===== config.mk =====
export PLATFORM = sky130hd
export DESIGN_NAME = safe_reset_sequencer
export DESIGN_NICKNAME = d
export VERILOG_FILES = /design/src/rtl/safe_reset_pkg.sv /design/src/rtl/safe_reset_sequencer.sv
export SDC_FILE = /design/constraint.sdc
export NUM_CORES = 1
export LEC_CHECK = 0
export ABC_AREA = 0
export CORE_MARGIN = 2
export CORE_UTILIZATION = 55
export CTS_BUF_LIST = sky130_fd_sc_hd__clkbuf_4
export CTS_CLUSTER_DIAMETER = 60
export DETAILED_ROUTE_END_ITERATION = 10
export PLACE_DENSITY = 0.95
export SETUP_SLACK_MARGIN = 0.15
export SLEW_MARGIN = 25
export SYNTH_ARGS = -nofsm -noshare
export SYNTH_HDL_FRONTEND = slang
export SYNTH_SLANG_ARGS = --single-unit

===== constraint.sdc =====
create_clock -name clk_safety_i -period 3.8 [get_ports clk_safety_i]
set_clock_uncertainty 0.15 [all_clocks]
set_input_delay 0.76 -clock clk_safety_i [delete_from_list [all_inputs] [get_ports clk_safety_i]]
set_output_delay 0.76 -clock clk_safety_i [all_outputs]
set_load 0.005 [all_outputs]

===== src/rtl/safe_reset_pkg.sv =====
// Shared types and error codes for the safety-island staged reset sequencer.
package safe_reset_pkg;

    typedef enum logic [1:0] {
        ST_ASSERT       = 2'd0,
        ST_RELEASE_WAIT = 2'd1,
        ST_RUN          = 2'd2,
        ST_ERROR        = 2'd3
    } seq_state_e;

    typedef enum logic [1:0] {
        CAUSE_POR      = 2'd0,
        CAUSE_SW       = 2'd1,
        CAUSE_FAULT    = 2'd2,
        CAUSE_CLK_LOSS = 2'd3
    } rst_cause_e;

    localparam logic [31:0] ERR_NONE        = 32'h0000_0000;
    localparam logic [31:0] ERR_CLK_LOSS    = 32'hC001_0001;
    localparam logic [31:0] ERR_ACK_TIMEOUT = 32'hC001_0010;
    localparam logic [31:0] ERR_FAULT       = 32'hC001_0020;

    // Ack-timeout code carries the index of the stage that never acknowledged.
    function automatic logic [31:0] ack_timeout_code(input logic [2:0] stage);
        return ERR_ACK_TIMEOUT + {29'd0, stage};
    endfunction

endpackage


===== src/rtl/safe_reset_sequencer.sv =====
// Staged reset generator: holds all safety-domain stages in reset, then
// releases them one at a time, waiting for each stage's acknowledge.
//
// state           | meaning
// ----------------+----------------------------------------------------------
// ST_ASSERT       | all stages low, counting stable-clock hold time
// ST_RELEASE_WAIT | stages 0..k high, waiting for stage_ack_i[k]
// ST_RUN          | all stages high and acknowledged, sequence done
// ST_ERROR        | ack timeout, all stages low until sw/fault retry
module safe_reset_sequencer
    import safe_reset_pkg::*;
#(
    parameter int unsigned NUM_STAGES  = 4,
    parameter int unsigned HOLD_CYCLES = 128,
    parameter int unsigned ACK_TIMEOUT = 1024,
    parameter int unsigned CNT_W       = 16
) (
    input  logic                  clk_safety_i,
    input  logic                  rst_n_safety_i,
    input  logic                  clk_stable_i,
    input  logic                  sw_rst_req_i,
    input  logic                  fault_rst_req_i,
    input  logic [NUM_STAGES-1:0] stage_ack_i,
    output logic [NUM_STAGES-1:0] stage_rst_n_o,
    output logic                  seq_busy_o,
    output logic                  seq_done_o,
    output logic [1:0]            rst_cause_o,
    output logic                  error_o,
    output logic [31:0]           error_code_o
);

    localparam int unsigned K_W = $clog2(NUM_STAGES);

    seq_state_e            state_q, state_d;
    logic [K_W-1:0]        k_q, k_d;
    logic [CNT_W-1:0]      timer_q, timer_d;
    logic [NUM_STAGES-1:0] stage_q, stage_d;
    logic                  busy_q, busy_d;
    logic                  done_q, done_d;
    rst_cause_e            cause_q, cause_d;
    logic                  err_q, err_d;
    logic [31:0]           code_q, code_d;

    logic                  enter_assert;
    rst_cause_e            enter_cause;
    logic                  raise;
    logic [31:0]           raise_code;

    // Registered state; every output comes straight from a flop.
    always_ff @(posedge clk_safety_i) begin
        if (!rst_n_safety_i) begin
            state_q <= ST_ASSERT;
            k_q     <= '0;
            timer_q <= '0;
            stage_q <= '0;
            busy_q  <= 1'b1;
            done_q  <= 1'b0;
            cause_q <= CAUSE_POR;
            err_q   <= 1'b0;
            code_q  <= ERR_NONE;
        end else begin
            state_q <= state_d;
            k_q     <= k_d;
            timer_q <= timer_d;
            stage_q <= stage_d;
            busy_q  <= busy_d;
            done_q  <= done_d;
            cause_q <= cause_d;
            err_q   <= err_d;
            code_q  <= code_d;
        end
    end

    // Next-state, stage release and error capture.
    always_comb begin
        state_d      = state_q;
        k_d          = k_q;
        timer_d      = timer_q;
        stage_d      = stage_q;
        busy_d       = busy_q;
        done_d       = done_q;
        cause_d      = cause_q;
        err_d        = err_q;
        code_d       = code_q;
        enter_assert = 1'b0;
        enter_cause  = cause_q;
        raise        = 1'b0;
        raise_code   = ERR_NONE;

        case (state_q)
            ST_ASSERT: begin
                stage_d = '0;
                busy_d  = 1'b1;
                done_d  = 1'b0;
                // A persisting fault request keeps the hold window from completing.
                if (!clk_stable_i || fault_rst_req_i) begin
                    timer_d = '0;
                end else if (timer_q == CNT_W'(HOLD_CYCLES - 1)) begin
                    state_d = ST_RELEASE_WAIT;
                    stage_d = {{(NUM_STAGES-1){1'b0}}, 1'b1};
                    k_d     = '0;
                    timer_d = '0;
                end else begin
                    timer_d = timer_q + CNT_W'(1);
                end
            end

            ST_RELEASE_WAIT, ST_RUN: begin
                if (fault_rst_req_i) begin
                    enter_assert = 1'b1;
                    enter_cause  = CAUSE_FAULT;
                    raise        = 1'b1;
                    raise_code   = ERR_FAULT;
                end else if (!clk_stable_i) begin
                    enter_assert = 1'b1;
                    enter_cause  = CAUSE_CLK_LOSS;
                    raise        = 1'b1;
                    raise_code   = ERR_CLK_LOSS;
                end else if (sw_rst_req_i) begin
                    enter_assert = 1'b1;
                    enter_cause  = CAUSE_SW;
                end else if (state_q == ST_RELEASE_WAIT) begin
                    // Ack is checked before the terminal count so a last-cycle ack wins.
                    if (stage_ack_i[k_q]) begin
                        if (k_q == K_W'(NUM_STAGES - 1)) begin
                            state_d = ST_RUN;
                            busy_d  = 1'b0;
                            done_d  = 1'b1;
                        end else begin
                            stage_d = {stage_q[NUM_STAGES-2:0], 1'b1};
                            k_d     = k_q + K_W'(1);
                            timer_d = '0;
                        end
                    end else if (timer_q == CNT_W'(ACK_TIMEOUT - 1)) begin
                        state_d    = ST_ERROR;
                        stage_d    = '0;
                        busy_d     = 1'b1;
                        done_d     = 1'b0;
                        raise      = 1'b1;
                        raise_code = ack_timeout_code(3'(k_q));
                    end else begin
                        timer_d = timer_q + CNT_W'(1);
                    end
                end
            end

            ST_ERROR: begin
                stage_d = '0;
                busy_d  = 1'b1;
                done_d  = 1'b0;
                if (fault_rst_req_i) begin
                    enter_assert = 1'b1;
                    enter_cause  = CAUSE_FAULT;
                    raise        = 1'b1;
                    raise_code   = ERR_FAULT;
                end else if (sw_rst_req_i) begin
                    enter_assert = 1'b1;
                    enter_cause  = CAUSE_SW;
                end
            end

            default: begin
                state_d = ST_ASSERT;
            end
        endcase

        if (enter_assert) begin
            state_d = ST_ASSERT;
            stage_d = '0;
            timer_d = '0;
            k_d     = '0;
            busy_d  = 1'b1;
            done_d  = 1'b0;
            cause_d = enter_cause;
        end

        // Only the first error since reset is recorded.
        if (raise && !err_q) begin
            err_d  = 1'b1;
            code_d = raise_code;
        end
    end

    assign stage_rst_n_o = stage_q;
    assign seq_busy_o    = busy_q;
    assign seq_done_o    = done_q;
    assign rst_cause_o   = cause_q;
    assign error_o       = err_q;
    assign error_code_o  = code_q;

endmodule


### After elaboration in Yosys (flattened, before gate mapping)

Cells that the tools add are included.
W data, S select, Z words.

* register bits: 61
* output and inout port bits: 41
* logic and storage cells: 131

* add/subtract/negate cells: 3
* $lt $le $gt $ge: 1
* eq/ne operators: 18
* mux-type cells: 83
* bitwise gates (word level): 1
* reductions and logical operators: 16

Operator list (count)
* $mux W32: 7
* $mux W16: 9
* $pmux W32 S2: 1
* $mux W2: 21
* $add A31 B3 Y32 const A: 1
* $pmux W16 S2: 1
* $mux W1: 28
* $mux W4: 7
* $reduce_and A9 Y1: 2
* $add A16 B1 Y16 const B: 1
* $eq A16 B10 Y1 const B: 1
* $eq A16 B7 Y1 const B: 1
* $ne A2 B2 Y1 const B: 8
* $ne A3 B3 Y1 const B: 4
* $pmux W2 S2: 3
* $pmux W4 S3: 1
* $reduce_and A6 Y1: 2
* $pmux W1 S2: 4
* $reduce_and A7 Y1: 1
* $eq A2 B2 Y1 const B: 3
* $reduce_or A2 Y1: 3
* $reduce_bool A2 Y1: 2
* $lt A2 B3 Y1 const B: 1
* $add A2 B1 Y2 const B: 1
* 8 further kinds: 9

### Longest topological paths before layout

Gate-level depths: netlist of run 1.

* depth after elaboration: 9
* gate-level depth with buffers: 9

### Least setup slack after synthesis of run 1

No wires, ideal clock.

* kind: input -> register
* from: input port stage_ack_i[3]
* to: register code_q[1] (netlist: error_code_o[1])
* setup time: 114 ps
* data arrival time: 2348 ps
* path slack: 1189 ps
* cell stages on the path: 5
* path through: mux4_2 > or3_4 > a2111oi_4 > nand3b_1 > nand2_1

* cells in the longest elaborated chain, start to end: 9

Ends and longest elaborated chain
* start, declared: line safe_reset_sequencer.sv:23 `input logic [NUM_STAGES-1:0] stage_ack_i,`
* $bmux W1 S2 (*): line safe_reset_sequencer.sv:124 `if (stage_ack_i[k_q]) begin`
* $mux W1 (not written as such) (*): line safe_reset_sequencer.sv:124
* $mux W1: line safe_reset_sequencer.sv:124
* $mux W1: line safe_reset_sequencer.sv:122 `end else if (state_q == ST_RELEASE_WAIT) begin`
* $mux W1: line safe_reset_sequencer.sv:119 `end else if (sw_rst_req_i) begin`
* $mux W1: line safe_reset_sequencer.sv:114 `end else if (!clk_stable_i) begin`
* $mux W1: line safe_reset_sequencer.sv:109 `if (fault_rst_req_i) begin`
* $pmux W1 S2: line safe_reset_sequencer.sv:90 `case (state_q)`
* $logic_and A1 B1 Y1: line safe_reset_sequencer.sv:178 `if (raise && !err_q) begin`
* end signal, assigned: line safe_reset_sequencer.sv:70 `code_q <= code_d;`
* end, declared: line safe_reset_sequencer.sv:42 `logic [31:0] code_q, code_d;`

Every way passes the cells marked *; elsewhere a longest branch is shown, timed or not. The select of a mux whose other input is x is not followed.
A chain may end at the register's enable or synchronous reset.

### Final worst setup path of run 1

* from: input port fault_rst_req_i
* to: register timer_q[13]

* cells in the longest elaborated chain, start to end: 3

Ends and longest elaborated chain
* start, declared: line safe_reset_sequencer.sv:22 `input logic fault_rst_req_i,`
* $mux W1 (tied with other cells): line safe_reset_sequencer.sv:151 `if (fault_rst_req_i) begin`
* $pmux W1 S2 / $mux W16 (equally long branches): line safe_reset_sequencer.sv:90, safe_reset_sequencer.sv:96
* $reduce_or A2 Y1 (no source line) / $pmux W16 S2 (equally long branches)
* end signal, assigned: line safe_reset_sequencer.sv:64 `timer_q <= timer_d;`
* end, declared: line safe_reset_sequencer.sv:36 `logic [CNT_W-1:0] timer_q, timer_d;`

Parallel ways exist; a longest one is shown, timed or not.

==> results of run 1 <==
[final cells by class]
cell class                      count  area [µm²]  area share [%]
Sequential cell                    34         681            28.9
Timing Repair Buffer               26         255            10.8
Clock buffer                        5        37.5            1.59
Multi-Input combinational cell    201        1230            52.3
Inverter                            7        26.3            1.12
Clock inverter                      3        63.8            2.71
Tap cell                           48        60.1            2.55
[power breakdown]
part	switching [mW]	leakage [nW]	internal, mW
Clock	0.122	0.0528	0.203
Sequential	0.00386	0.274	0.361
Combinational	0.0676	0.520	0.0423
Total	0.193	0.847	0.606
[final timing paths]
kind	depth (start not counted)	to	slack [ns]	from
max	7	timer_q[13]	0.82	fault_rst_req_i
min	2	rst_cause_o[0]	0.31	rst_cause_o[0]
max reg2reg	8	timer_q[13]	0.87	state_q[1]
min reg2reg	2	rst_cause_o[0]	0.31	rst_cause_o[0]
[cells in the final DEF (no fill, tap or decap), types with 2 or more instances in the layout]
cell             count
a211oi_1             2
a21oi_1             11
and2_1               4
and3_1               2
and3_2               4
buf_4                2
bufinv_16            2
clkbuf_4             5
clkdlybuf4s50_1     24
conb_1              25
dfxtp_1             34
ha_1                 7
inv_1                7
mux2i_1              6
nand2_1             22
nand2b_1             3
nand3_1             23
nand3b_1             3
nand4_1              5
nor2_1              25
nor2b_1              4
nor3_1               3
nor4_1               2
o21a_1               2
o21ai_0             13
o221a_2              2
o31ai_1              2
or4_1                3
xor2_1              11
[routing by layer]
metal / routed length [µm] / track usage, % / share of wire [%] / vias to the layer above
li1: - / - / - / 878
met5: 0 / 0 / 0 / -
met1: 1920 / 28.1 / 47 / 800
met4: 88 / 8.59 / 2.1 / 0
met3: 321 / 5.14 / 7.8 / 12
met2: 1790 / 32.0 / 43 / 82
[metrics by stage]
step	cell area, µm²	power (mW)	std cells
3_3_place_gp	2250	0.477	316
2_1_floorplan	2170	0.467	277
5_1_grt	2350	0.837	324
6_report	2350	0.799	324
4_1_cts	2350	0.801	324
3_5_place_dp	2250	0.480	316
[cell families (layout without fill, tap and decap cells)]
group,count (synthesis),in the layout
other,1,25
xor gates and xnor gates,11,11
muxes,8,8
and+or+nand+nor,112,112
adders and majority gates,7,7
DFF,34,34
buffers and inverters,42,41
AOI/OAI and AO/OA,38,38
[state kept, by name (all words and copies together), names as in the netlist]
name           count
rst_cause_o        2
seq_done_o         1
stage_rst_n_o      4
seq_busy_o         1
error_code_o       5
error_o            1
timer_q           16
state_q            2
k_q                2
[worst max-delay path: cells and delay by family]
family,cells,cell delay [ns]
AO/OA/AOI/OAI,2,0.45
buffers and inverters,1,0.56
AND/OR/NAND/NOR,4,1.32
==> impl_results.md, run 1 <==
- Status: complete, no violations
- Vias in the first global route: 1604
- Post-Place Worst Slack: 0.525 ns
- Minimum clock period: 2.98 ns
- Critical Path, Cell by Cell: clkdlybuf4s50_1 > nand3b_1 > o21ai_0 > and2_1 > nand3_1 > or4_1 > a21oi_1
- Starting Density: 56.8%
- WHS: 0.306 ns
- Final GP Congestion: 0.889
- Vias/cell: 5.47
- Worst Setup Start Kind: primary input
- Crit path DAT: 3.09 ns
- Post_cts resized: 0
- Maximum vdd drop: 0.269 mV
- Register area share after synthesis: 32.7%
- Max-slew violation count: 0
- Slew headroom: 65.8%
- Io pins: 50
- Fin crit share: 78.4%
- Die Y: 65.5 µm
- Min-Delay Path Class: register to register
- Synth Area in Simple Gates: 29.0%
- Worst setup margin: 0.821 ns
- Wire length per cell: 12.7 µm
- Largest net degree at the start of global routing: 16
- RSZ-0062 raised after global routing: false
- Post-route ant nets: 0
- Syn Area/Cell: 8.22 µm²
- Max-Cap Viols: 0
- Top_reg_cell synth: dfxtp_1
- Fmax: 0.336 GHz
- Layout cells sized above 1: 9.42%
- Leak Pwr: 0.847 nW
- Final wirelength: 4120 µm
- Setup TNS: 0 ns
- WS Path Type: primary input to register
- Rows: 22
- # setup viols final: 0
- Worst-Margin Slew: 0.513 ns
- Cell taking the most area after synthesis: dfxtp_1
- Req. time, crit path: 3.91 ns
- Number of remaining DRC errors: 0
- Tot GR Track Use: 20.9%
- Die width: 65.5 µm
- Post-DP HPWL: 3010 µm
- Cts bufs inserted: 5
- Number of synthesized flops with an enable pin: 0
- Total number of yosys warnings: 0
- Via count: 1772
- Main combinational cell family by area after synthesis: simple AND/OR/NAND/NOR gates
- Final Util: 64.3%
- Core area: 3660 µm²
- Reg clk slew, reported paths: 0.12 ns
- Synth top area share: 32.7%
- # fillers: 319
- Mapped Area: 2080 µm²
- Area Overhead vs Synth: 13.2%
- Final Net Count: 291
- CTS sink count: 34
- Compound-gate portion of the synthesized area: 12.3%
- Max stage delay on crit path: 0.56 ns
- CTS max path bufs: 2
- Grt ovf: 0
- Xor-xnor portion of the synthesized cell area: 4.63%
- Antenna violations before repair: 0
- H-tree depth: 2
- DRT iter0 DRCs: 152
- Mux cell area share after synthesis: 4.51%
- Count leader, synth: dfxtp_1
- First drt pass iteration count: 4
- Yosys reg bits: 34
- Post-synthesis adder-cell area fraction: 4.21%
- CP max stage cell: clkdlybuf4s50_1
- Cells after Synth: 253
- Setup Buffers After CTS: 0
- Die area: 4290 µm²
- Async SR Flop Fraction: 0%
- Hold Buf Count CTS: 0
- Most common library cells after synthesis: dfxtp_1 (34), buf_4 (27), nor2_1 (25), nand3_1 (23), nand2_1 (22)
- Clk_lat worst skew: 0.34 ns
- Critical Path Sink Type: register
- Root Buffer Master: clkbuf_4
- Crit Path Max Fanout: 10
- First-pass GRT wire length: 7030 µm
- Pwr dens: 339 nW/µm²
- Synth area leaders: dfxtp_1 (33%), buf_4 (9.7%), nand3_1 (5.5%)
- Fin. Hold Viols: 0
- CTS tree: yes
- # diodes: 0
- IO Port Bufs: 24
- Synth cell types: 44
No activity file was read; power rests on OpenSTA's default activity.
==> run 2: changes to the inputs <==
CORE_UTILIZATION = 51   (was 55)
PLACE_DENSITY = 0.9   (was 0.95)
clock period = 3.11 ns   (was 3.8 ns; I/O delays follow)
==> impl_results.md, run 2 (same netlist as run 1, synthesis figures left out) <==
- Combinational Power Share: 16.8% (+3.0 points)
- First-pass GRT wire length: 6790 µm (-3.4%)
- Die width: 67.9 µm (+3.6%)
- Max-Cap Viols: 0 (unchanged)
- Area Overhead vs Synth: 12.8%
- Reg clk slew, reported paths: 0.11 ns (about the same)
- Critical Path Sink Type: register
- Fin. Hold Viols: 0 (unchanged)
- First drt pass iteration count: 4 (unchanged)
- Worst setup margin: 0.395 ns (-0.426 ns)
- Starting Density: 52.4% (-4.4 points)
- Slew headroom: 66.7% (+0.83 points)
- WS Path Type: primary input to register
- CTS max path bufs: 2 (unchanged)
- Largest net degree at the start of global routing: 16 (unchanged)
- Crit path DAT: 2.83 ns (-0.26 ns)
- Number of remaining DRC errors: 0 (unchanged)
- Max-slew violation count: 0 (unchanged)
- # diodes: 0 (unchanged)
- Vias/cell: 5.38 (-1.6%)
- Vias in the first global route: 1527 (-4.8%)
- Status: complete, no violations
- Final wirelength: 4060 µm (-1.6%)
- Clk_lat worst skew: 0.34 ns (about the same)
- Final Util: 59.0% (-5.2 points)
- Hold Buf Count CTS: 0 (unchanged)
- Post-DP HPWL: 3030 µm (+0.73%)
- Req. time, crit path: 3.22 ns (-0.69 ns)
- Die area: 4600 µm² (+7.4%)
- Switching Fraction: 27.6% (+3.5 points)
- Final GP Congestion: 0.879 (-1.1%)
- Die Y: 67.9 µm (+3.6%)
- RSZ-0062 raised after global routing: false
- Setup TNS: 0 ns (unchanged)
- Root Buffer Master: clkbuf_4
- Commonest non-fill, non-tap cells in the layout: dfxtp_1 (34), nor2_1 (25), conb_1 (25), clkdlybuf4s50_1 (24), nand3_1 (23)
- Pwr dens: 353 nW/µm² (+3.9%)
- Maximum vdd drop: 0.259 mV (-3.6%)
- Sequential share of power: 53.8% (+8.2 points)
- Setup Buffers After CTS: 0 (unchanged)
- Leak Pwr: 0.850 nW (+0.40%)
- Final Net Count: 296 (+1.7%)
- Post-Place Worst Slack: 0.0171 ns (-0.508 ns)
- Top reg by flops: timer_q
- CTS tree: yes
- IO Port Bufs: 24 (unchanged)
- Fin crit share: 87.3%
- Most common cell after layout, fill and taps aside: dfxtp_1
- CTS sink count: 34 (unchanged)
- Fmax: 0.368 GHz
- Worst-Margin Slew: 0.497 ns (-0.0158 ns)
- Switching pwr: 0.229 mW (+18%)
- Layout cells sized above 1: 11.1% (+1.7 points)
- Grt ovf: 0 (unchanged)
- Largest register FFs: 16 (unchanged)
- Power Internal: 0.599 mW (-1.2%)
- DRT iter0 DRCs: 117 (-23%)
- Post_cts resized: 0 (unchanged)
- Clock Power Share: 29.4% (-11 points)
- Via count: 1776 (+0.23%)
- Tot GR Track Use: 19.2% (-1.7 points)
- Crit Path Max Fanout: 9 (-1)
- Pwr Total: 0.827 mW (+3.6%)
- Antenna violations before repair: 0 (unchanged)
- Io pins: 50 (unchanged)
- Post-route ant nets: 0 (unchanged)
- Core area: 3970 µm² (+8.5%)
- Rows: 23 (+4.5%)
- Min-Delay Path Class: register to register
- # setup viols final: 0 (unchanged)
- Wire length per cell: 12.3 µm (-3.4%)
- Minimum clock period: 2.72 ns
- H-tree depth: 2 (unchanged)
- Cts bufs inserted: 5 (unchanged)
- Worst Setup Start Kind: primary input
-- run 2: power groups by stage --
stage	registers (mW)	clock network [mW]	logic [mW]
after floorplan	0.455	0	0.116
after global placement	0.455	0	0.134
after global routing	0.446	0.269	0.156
after CTS	0.445	0.246	0.137
after detailed placement	0.455	0	0.136
final	0.445	0.243	0.139
-- run 2: path summary, 6_finish.rpt --
check | startpoint | end | depth (start not counted) | slack [ns]
hold reg to reg | rst_cause_o[0] | rst_cause_o[0] | 2 | 0.30
setup / recovery | stage_ack_i[2] | error_code_o[5] | 6 | 0.39
hold / removal | rst_cause_o[0] | rst_cause_o[0] | 2 | 0.30
setup reg to reg | state_q[0] | timer_q[13] | 9 | 0.49
-- run 2: per-stage QoR --
stage                     cell area (µm²)  hold slack [ns]  std cells
after floorplan                      2170            0.288        277
after global placement               2290            0.282        323
after detailed placement             2290            0.288        323
after CTS                            2340            0.305        330
after global routing                 2340            0.336        330
final                                2340            0.299        330
-- run 2: final cells by class --
cell class / count / area, µm²
clock buffers: 7 / 52.6
flip-flops and latches: 34 / 681
inverters: 7 / 26.3
well taps: 50 / 62.6
multi-input cells: 201 / 1230
repair buffers: 31 / 293
fillers: 350 / 1630
-- run 2: worst max-delay path, cell delays in order --
cell             delay (ns)
clkdlybuf4s50_1        0.43
mux4_2                 0.54
or3_4                  0.41
a2111oi_4              0.55
o2111ai_1              0.17
o21ai_0                0.10
-- run 2: per-layer routing --
metal  routed length (µm)  part of all wire (%)  global-route usage, %
met1                 1930                    48                   26.3
met2                 1820                    45                   30.1
met3                  222                   5.5                   3.29
met4                   81                   2.0                   7.50
met5                    0                     0                      0
==> variant 1, RTL diff (settings of run 2) <==
The parameter `CNT_W` goes from 16 to 32.
--- a/src/rtl/safe_reset_sequencer.sv
+++ b/src/rtl/safe_reset_sequencer.sv
@@ -13,7 +13,7 @@
     parameter int unsigned NUM_STAGES  = 4,
     parameter int unsigned HOLD_CYCLES = 128,
     parameter int unsigned ACK_TIMEOUT = 1024,
-    parameter int unsigned CNT_W       = 16
+    parameter int unsigned CNT_W       = 32
 ) (
     input  logic                  clk_safety_i,
     input  logic                  rst_n_safety_i,
Function: same outputs for any inputs over 4 cycles, from zero or initial values and one cycle with rst_n_safety_i low; that may be too few to reach the edited logic, so the function may still have changed.
==> variant 1 against run 2 <==
  * Area after synthesis grew 43%
  * Final cell count rose by 46%
  * Sequential cell count is 16 higher
  * Combinational power down 39%
  * Die area grew 40%
  * Non-clock buffer count is 15 higher
  * Power is 24% higher
  * Maximum frequency decreased by 5.4%
  * Routed wire length rose by 65%
  * Sequential power up 45%
  * Setup slack worse by 0.15 ns
  * Cell area up 42%
  * Register-to-register slack worse by 0.15 ns
  * Highest routed layer unchanged
==> variant 1: results (changes against run 2) <==
status: "completed"
via_per_inst: 5.95  # +11%
regMostFlops: "timer_q"
dpl_cell_area_mm2: 0.00327  # +43%
min_delay_path_depth: 2  # unchanged
antenna_found_initial: 0  # unchanged
leakage_nw: 1.10  # +30%
r2r_start: "state_q[0]"
path_clk_slew_ns: 0.14  # +0.03 ns
synth_area_leaders: "dfxtp_1 (34%), buf_4 (6.8%), a21oi_1 (5.4%)"
grt_overflow: 0  # unchanged
grt_pass1_vias: 2501  # +64%
arrival_ns: 3.03  # +0.20 ns
detailed_place_hpwl_um: 4980  # +64%
clk_latency_ns: 0.38  # +0.04 ns
ys_seq_area_share_pct: 33.7  # +1.0 points
hp-start: "seq_done_o"
drive_gt1_share_pct: 10.3  # -0.80 points
dp_cells: 473  # +46%
drtIter0Drc: 227  # +94%
cts_buffers: 5  # unchanged
avgSynthCellArea_um2: 7.91  # -3.7%
largest_reg_flops: 32  # +16
grt_first_pass_wirelength_um: 11200  # +65%
ir_worst_vdd_mv: 0.176  # -32%
firstDrtPassIters: 5  # +1
diodes: 0  # unchanged
max_slew_margin_pct: 62.9  # -3.7 points
rr_worst_depth: 9  # unchanged
grt_max_degree: 31  # +15
clockRootBuffer: "clkbuf_4"
io_buffers: 24  # unchanged
grt_usage_pct: 21.9  # +2.7 points
htreeDepth: 2  # unchanged
min_path_type: "reg2reg"
via_count: 2863  # +61%
routabilityCongestion: 0.905  # +3.0%
cp_slowest_cell: "mux4_2"
n_fill_cell: 498  # +42%
cp_max_fo: 20  # +11
cp_slowest_stage_delay_ns: 0.53  # -0.02 ns
synth-warning-count: 0  # unchanged
synth.distinct_cells: 47  # +6.8%
hold_end: "seq_done_o"
wl_um: 6690  # +65%
clock_path_buffers: 2  # unchanged
r2r_slack_ns: 0.34  # -0.15 ns
reg2reg_to: "timer_q[29]"
nNetsFinal: 424  # +43%
synthTopCellsByCount: "dfxtp_1 (50), a21oi_1 (32), buf_4 (27), nor2_1 (27), nand2_1 (23)"
ys_async_sr_fraction_pct: 0  # unchanged
cts_setup_buffers: 0  # unchanged
variant 1: changes by cell type after synthesis, moves of 11 or more:
cell     change
o31ai_1     +14
a21oi_1     +21
xor2_1      -11
or4_1       +13
dfxtp_1     +16
nor4_1      +11
variant 1: worst max-delay path by stage:
stage                        endpoint  cells after the start      startpoint
after floorplan           timer_q[24]                      8  stage_ack_i[3]
after global placement    timer_q[27]                      8  stage_ack_i[3]
after detailed placement  timer_q[29]                      8  stage_ack_i[3]
after CTS                 timer_q[29]                      8  stage_ack_i[3]
after global routing      timer_q[27]                      8  stage_ack_i[3]
final                     timer_q[29]                      8  stage_ack_i[3]
variant 1: routing by layer:
metal	up-vias	global-route usage (%)	share of wire [%]
met2	121	36.5	49
met3	13	4.04	6.7
met1	1346	28.2	43
met5	-	0	0
li1	1383	-	-
met4	0	7.97	1.8
variant 1: cells by family after synthesis:
family	after synthesis	synth area share, %
xor gates and xnor gates	8	2.36
other	1	0.126
buffers and inverters	60	11.9
AOI/OAI and AO/OA	86	17.6
muxes	5	2.11
DFF	50	33.7
adders and majority gates	7	2.95
and+or+nand+nor	158	29.3
variant 1: worst max-delay path, delay by kind of cell:
kind                   cells  cell delay [ns]
AND/OR/NAND/NOR            3             0.97
buffers and inverters      2             0.65
multiplexers               1             0.53
AO/OA/AOI/OAI              2             0.26
variant 1: per-stage QoR:
stage	setup WS (ns)	total power, mW	hold WS, ns	setup TNS [ns]
after CTS	0.269	1.03	0.320	0
after floorplan	0.336	0.729	0.298	0
after global placement	-0.0309	0.738	0.292	-0.135
final	0.241	1.02	0.324	0
after detailed placement	-0.123	0.740	0.303	-0.813
after global routing	0.159	1.06	0.346	0
variant 1: report_power, final:
part	total (mW)	leakage [nW]	switching [mW]	internal (mW)
logic	0.0849	0.665	0.0503	0.0346
registers	0.644	0.404	0.00152	0.642
clock network	0.293	0.0331	0.199	0.0940
variant 1: timing repair:
action,in CTS,in global routing
endpoints found under the hold margin,0,0
resized for setup,0,4
setup endpoints to repair,0,3
variant 1: cell type report:
cell class | instances | area (um^2) | area share (%)
Timing Repair Buffer | 46 | 418 | 12.5
Clock inverter | 2 | 8.76 | 0.263
Tap cell | 72 | 90.1 | 2.70
Multi-Input combinational cell | 289 | 1710 | 51.3
Sequential cell | 50 | 1000 | 30.1
Inverter | 16 | 60.1 | 1.80
Clock buffer | 6 | 45.0 | 1.35
==> variant 2, RTL diff (flow settings as in run 2) <==
Without the edit above. Register the output `error_code_o` once more, cleared by the reset; this adds one clock of latency there. The other outputs are not delayed to match.
--- a/src/rtl/safe_reset_sequencer.sv
+++ b/src/rtl/safe_reset_sequencer.sv
@@ -186,7 +186,13 @@
     assign seq_done_o    = done_q;
     assign rst_cause_o   = cause_q;
     assign error_o       = err_q;
-    assign error_code_o  = code_q;
+    always_ff @(posedge clk_safety_i) begin
+        if (!rst_n_safety_i) begin
+            error_code_o <= '0;
+        end else begin
+            error_code_o <= code_q;
+        end
+    end
 
 endmodule
 
Formal check against the unedited RTL: same outputs for any inputs over 10 cycles, from zero or initial values and one cycle with rst_n_safety_i low; that may be too few to reach the edited logic, so the function may still have changed.
==> variant 2 against run 2 <==
  * Area after synthesis rose by 11%
  * Setup slack gained 0.094 ns
  * Via count grew 12%
  * Worst hold slack got worse by 0.011 ns
  * Power increased by 19%
  * Routed wire length grew 20%
  * Sequential cell count rose by 5
  * Cell area increased by 9.9%
  * Highest routed layer unchanged
==> variant 2: results (changes against run 2) <==
clockRootBuffer: "clkbuf_4"
switching_share_pct: 31.3  # +3.7 points
grt_first_pass_wirelength_um: 8070  # +19%
wire_per_inst_um: 13.5  # +10%
critPathLaunch: "timer_q[8]"
status: "completed"
leakage_nw: 0.948  # +11%
detailed_place_hpwl_um: 3640  # +20%
combPwrFrac_pct: 20.7  # +3.9 points
grt_max_degree: 17  # +1
routabilityCongestion: 0.965  # +9.8%
drtIter0Drc: 212  # +81%
cp_max_fo: 16  # +7
arrival_ns: 2.76  # -0.07 ns
synth_area_leaders: "dfxtp_1 (34%), buf_4 (9.1%), nand2_1 (4.2%)"
via_count: 1995  # +12%
grt_usage_pct: 19.9  # +0.74 points
nNetsFinal: 324  # +9.5%
synth.distinct_cells: 50  # +14%
drive_gt1_share_pct: 9.06  # -2.0 points
ys_seq_area_share_pct: 33.9  # +1.2 points
cp_slowest_cell: "a21oi_2"
min_delay_path_depth: 2  # unchanged
reg2reg_to: "timer_q[9]"
grt_pass1_vias: 1794  # +17%
synth-warning-count: 0  # unchanged
clk_latency_ns: 0.37  # +0.03 ns
ir_worst_vdd_mv: 0.215  # -17%
synthTopCellsByCount: "dfxtp_1 (39), buf_4 (28), nand2_1 (26), nor2_1 (26), a21oi_1 (14)"
path_clk_slew_ns: 0.13  # +0.02 ns
p_per_area_mw_per_mm2: 383  # +8.5%
whs_ns: 0.287  # -0.0112 ns
n_fill_cell: 410  # +17%
r2r_slack_ns: 0.49  # about the same
cp_slowest_stage_delay_ns: 0.61  # +0.06 ns
max_slew_margin_pct: 55.8  # -11 points
-- variant 2: logic make-up (layout without fill, tap and decap cells) --
group                    count (synthesis)  in the layout  share of synthesized area [%]
AO/OA/AOI/OAI                           53             53                           15.6
XOR/XNOR                                10             10                           3.80
adder cells (fa/ha/maj)                  7              7                           3.80
buffers and inverters                   51             56                           13.5
flip-flops                              39             39                           33.9
multiplexers                             7              7                           3.59
other                                    1             25                          0.163
AND/OR/NAND/NOR                        112            112                           25.6
-- variant 2: metrics by stage --
| stage | worst slack [ns] | util (%) | instance area [um^2] | std cells |
|---|---|---|---|---|
| CTS | 0.519 | 59.2 | 2580 | 361 |
| floorplan | 0.828 | - | 2390 | 304 |
| global placement | 0.303 | 57.8 | 2520 | 353 |
| global route | 0.225 | 59.2 | 2580 | 361 |
| finish | 0.489 | 59.2 | 2580 | 361 |
| detailed placement | 0.278 | 57.8 | 2520 | 353 |
-- variant 2: per-layer routing --
metal | wire (um) | part of all wire (%) | vias to the layer above | GRT usage (%)
met5 | 0 | 0 | - | 0
met4 | 48 | 0.98 | 0 | 5.24
met3 | 247 | 5.1 | 6 | 5.84
met2 | 2410 | 49 | 61 | 33.5
met1 | 2180 | 45 | 938 | 25.0
li1 | - | - | 990 | -
-- variant 2: how the worst min path moves through the flow --
stage,start,to
finish,code_q[1],error_code_o[1]
global route,code_q[1],error_code_o[1]
CTS,code_q[1],error_code_o[1]
detailed placement,code_q[1],error_code_o[1]
global placement,code_q[0],error_code_o[0]
floorplan,code_q[0],error_code_o[0]
-- variant 2: layout make-up --
type / count / share of cell area, %
sequential: 39 / 30.3
clock inverter: 3 / 0.777
timing repair buffer: 35 / 12.5
inverter: 13 / 1.89
clock buffer: 5 / 1.46
multi-input combinational: 214 / 50.5
tap: 52 / 2.53
